**src/rtl/bless_inject_queue.sv**
```systemverilog
// bless_inject_queue: FIFO injection buffer feeding router port 4; defining INJQ_STATS_EN adds inj_cnt/stall_cnt.
module bless_inject_queue #(
  parameter int CW    = 22,
  parameter int DW    = 128,
  parameter int DEPTH = 8,
  parameter int AW    = 3
) (
  input  logic          clk,
  input  logic          rst,
  input  logic          in_valid,
  output logic          in_ready,
  input  logic [CW-1:0] in_c,
  input  logic [DW-1:0] in_d,
  input  logic          port4_ready,
  output logic [CW-1:0] port4_co,
  output logic [DW-1:0] port4_do,
  output logic [AW:0]   count
`ifdef INJQ_STATS_EN
  ,
  output logic [31:0]   inj_cnt,
  output logic [15:0]   stall_cnt
`endif
);
  localparam logic [AW:0] FULL = (AW+1)'(DEPTH);
  logic [CW+DW-1:0] mem_q [DEPTH];
  logic [AW-1:0] rd_q, rd_d, wr_q, wr_d;
  logic [AW:0] cnt_q, cnt_d;
  logic push, pop;
  assign in_ready = cnt_q != FULL;
  assign push = in_valid & in_ready;
  assign pop = (cnt_q != '0) & port4_ready;
  assign count = cnt_q;
  assign {port4_co, port4_do} = (cnt_q != '0) ? mem_q[rd_q] : '0;
  always_comb begin
    rd_d = pop ? rd_q + 1'b1 : rd_q;
    wr_d = push ? wr_q + 1'b1 : wr_q;
    cnt_d = (push & ~pop) ? cnt_q + 1'b1 : (~push & pop) ? cnt_q - 1'b1 : cnt_q;
  end
  always_ff @(posedge clk or negedge rst)
    if (!rst) begin
      rd_q <= '0;
      wr_q <= '0;
      cnt_q <= '0;
    end else begin
      rd_q <= rd_d;
      wr_q <= wr_d;
      cnt_q <= cnt_d;
    end
  // stored flits always carry the valid bit, whatever the node drove
  always_ff @(posedge clk)
    if (push) mem_q[wr_q] <= {in_c | {1'b1, {(CW-1){1'b0}}}, in_d};
`ifdef INJQ_STATS_EN
  always_ff @(posedge clk or negedge rst)
    if (!rst) begin
      inj_cnt <= '0;
      stall_cnt <= '0;
    end else begin
      if (pop) inj_cnt <= inj_cnt + 1'b1;
      if ((cnt_q != '0) && !port4_ready && (stall_cnt != 16'hFFFF)) stall_cnt <= stall_cnt + 1'b1;
    end
`endif
endmodule

```
**config.mk**
```make
export PLATFORM = sky130hd
export DESIGN_NAME = bless_inject_queue
export DESIGN_NICKNAME = d
export VERILOG_FILES = /design/src/rtl/bless_inject_queue.sv
export SDC_FILE = /design/constraint.sdc
export NUM_CORES = 1
export LEC_CHECK = 0
export ABC_CLOCK_PERIOD_IN_PS = 36800
export CAP_MARGIN = 30
export CORE_MARGIN = 2
export CORE_UTILIZATION = 45
export DETAILED_ROUTE_END_ITERATION = 12
export GPL_TIMING_DRIVEN = 0
export PLACE_DENSITY = 0.7
export SLEW_MARGIN = 5
export SYNTH_ARGS = -nofsm -noshare
export SYNTH_HDL_FRONTEND = slang
export SYNTH_SLANG_ARGS = --single-unit
```
**constraint.sdc**
```tcl
create_clock -name clk -period 36.8 [get_ports clk]
set_input_delay 3.68 -clock clk [delete_from_list [all_inputs] [get_ports clk]]
set_output_delay 3.68 -clock clk [all_outputs]
set_load 0.005 [all_outputs]
```
==> results.yml <==
sta:
  relSlewSlack: 0.350
  setup_viol: 0
  drv_slew: 0
  setup_tns_ns: 0
  hold_viol_final: 0
  min_period_ns: 7.69
  rsz0062_at_grt: "false"
  skew_ns: 0.0220
  fin_crit_sh: 0.209
  tightest_slew_ns: 0.973
  max_freq_mhz: 130
cts:
  tritoncts: "built"
  clk_path_buf_depth: 3
  cts.sinks: 1202
  cts-root-buf: "clkbuf_16"
  path_clk_slew_ns: 0.06
  cts_resized: 0
  post_cts_buffers: 0
  insertion_delay_ns: 0.69
  htreeDepth: 3
  numCtsBuffers: 119
  ctsHoldBuffers: 0
worst_setup_path:
  crit_fanout: 11
  r2r_cells: 11
  cp_slowest_cell: "clkbuf_1"
  crit_type: "reg2out"
  r2r_setup_slack_ns: 32.89
  reg2reg_to: "mem_q[0][60]"
  critical-path-top-delay-family: "buffers and inverters"
  cp.arrival_ns: 4.01
  cp-start-kind: "register"
  critPathBufInv: 5
  cp_cell_sequence: "buf_2 -> clkbuf_1 -> buf_16 -> buf_2 -> mux4_2 -> a22o_1 -> clkdlybuf4s50_1"
  required_ns: 33.12
  r2r-start: "count[0]"
  critPathCaptureType: "primary output"
  cpPeakStageDelay_ns: 0.58
  crit_top_cell: "buf_2"
finish:
  layout_common_cells: "edfxtp_1 (1,192), clkdlybuf4s50_1 (307), mux4_2 (298)"
  final_cell_area_sq_um: 55000
  fin_nets: 2481
  synthToLayoutAreaGrowth_pct: 22.2
  drive_gt1_frac: 0.263
  final_common_cell: "edfxtp_1"
floorplan:
  core_area_sq_um: 99700
  die_h_microns: 320
  start_util: 0.452
  num_rows: 116
  die_area_sq_um: 103000
  io_pins: 309
  die_w_microns: 320
global_routing:
  first_global_vias: 22529
  grt_max_degree: 24
  grt_overflow: 0
  grt_first_pass_wirelength_microns: 150000
  grt_util_all_layers: 0.202
  antenna_found_initial: 18
routing:
  wl_microns: 103000
  ant_nets: 0
  wl_per_cell_microns: 27.8
  vias_per_cell: 5.73
  drt_iter0_drc: 2049
  route.detailed.drc: 0
  via_count: 21328
  firstDrtPassIters: 5
power:
  p_sw_uw: 1330
  clkPwrFrac: 0.261
  p_total_uw: 4570
  leakagePower_uw: 0.0177
  pwr-share-seq: 0.386
  internal_power_uw: 3240
  p_per_area_nw_per_um2: 83.1
  peakVddDrop_mv: 0.0573
  sw_frac_of_total: 0.292
  combPwrFrac: 0.353
min_path:
  whs_endpoint: "rd_q[2]"
  hold_start: "rd_q[2]"
  hold_path_class: "reg2reg"
  hold_depth: 1
yosys:
  yosysUniqueCellTypes: 30
  synth_edf_count: 1192
  async_flop_share: 0.00832
  syn-num-nets: 1965
  ys_seq_area_frac: 0.800
  synth_flop_cell: "edfxtp_1"
  syn_avg_cell_area_sq_um: 24.9
  synth-seq-cells: 1202
  synthCells: 1805
  syn_area_sq_um: 45000
  yosysWarnings: 0
placement:
  post_dp_cell_area_sq_um: 51100
  gp_congestion: 0.730
  hpwl_microns: 66100
  port_buffers: 307
flow_run:
  drv_cap: 0
status:
  status: "finished clean"
registers in the layout, summed over array words and instances, names as in the netlist:
register,count
wr_q,3
mem_q,1192
count,4
rd_q,3
routing by layer:
layer | track usage | wire length [microns]
met1 | 0.259 | 40200
met2 | 0.334 | 51700
met3 | 0.0591 | 8550
met4 | 0.0623 | 2770
met5 | 0 | 142
worst max path at each step:
stage	from	end	slack, ns	depth (start not counted)
floorplan	in_valid	mem_q[0][0]	22.09	2
global placement	in_valid	mem_q[1][42]	10.15	3
detailed placement	in_valid	mem_q[0][60]	29.67	10
CTS	rd_q[0]	port4_do[42]	28.92	7
global route	rd_q[0]	port4_do[42]	28.86	7
finish	rd_q[0]	port4_do[43]	29.11	7
worst register-to-register path, cell delays in order, from the launching register on:
cell	delay, ns
dfrtp_1	0.50
or4b_2	0.23
clkbuf_1	0.25
nand3b_1	0.36
nor3_2	0.80
buf_4	0.35
buf_6	0.19
buf_8	0.17
buf_4	0.22
buf_8	0.17
buf_6	0.15
buf_4	0.21
power by group through the flow:
stage / clock [uW] / combinational [uW] / sequential [uW]
floorplan: 0 / 845 / 1830
global placement: 0 / 1550 / 1910
detailed placement: 0 / 1640 / 1790
CTS: 1220 / 1650 / 1760
global route: 1270 / 1710 / 1780
finish: 1190 / 1610 / 1760
cell usage after synthesis, drive strengths merged, types with 3 or more instances:
library cell  count  area (sq um)
a22o            149          1310
buf              70           459
clkbuf           33           124
dfrtp            10           250
edfxtp         1192         35800
ha                5          62.6
mux2              3          33.8
mux4            298          6710
nand2             5          18.8
nand3             5          25.0
nor2              6          22.5
nor3              3          15.0
xnor2             6          52.6
area by class of cell:
cell class | count | area (sq um)
Clock inverter | 83 | 767
Timing Repair Buffer | 395 | 4430
Clock buffer | 137 | 3110
Antenna cell | 5 | 12.5
Tap cell | 1298 | 1620
Fill cell | 7244 | 44700
Buffer | 103 | 583
Sequential cell | 1202 | 36000
Inverter | 2 | 7.51
Multi-Input combinational cell | 498 | 8450
cells by family after synthesis:
group,share of synthesized area
AOI/OAI and AO/OA,0.0299
and+or+nand+nor,0.00353
xor gates and xnor gates,0.00117
adders and majority gates,0.00183
DFF,0.800
muxes,0.150
buffers and inverters,0.0131
stage by stage:
step / utilization / hold WS, ns / setup WS (ns) / std cells
4_1_cts: 0.552 / 0.506 / 28.92 / 3718
3_5_place_dp: 0.513 / 0.494 / 29.67 / 3498
5_1_grt: 0.552 / 0.527 / 28.86 / 3721
3_3_place_gp: 0.499 / 0.485 / 10.15 / 3410
6_report: 0.552 / 0.496 / 29.11 / 3723
2_1_floorplan: - / 0.467 / 22.09 / 1805
Note: power is estimated with default switching activity, not from simulation.
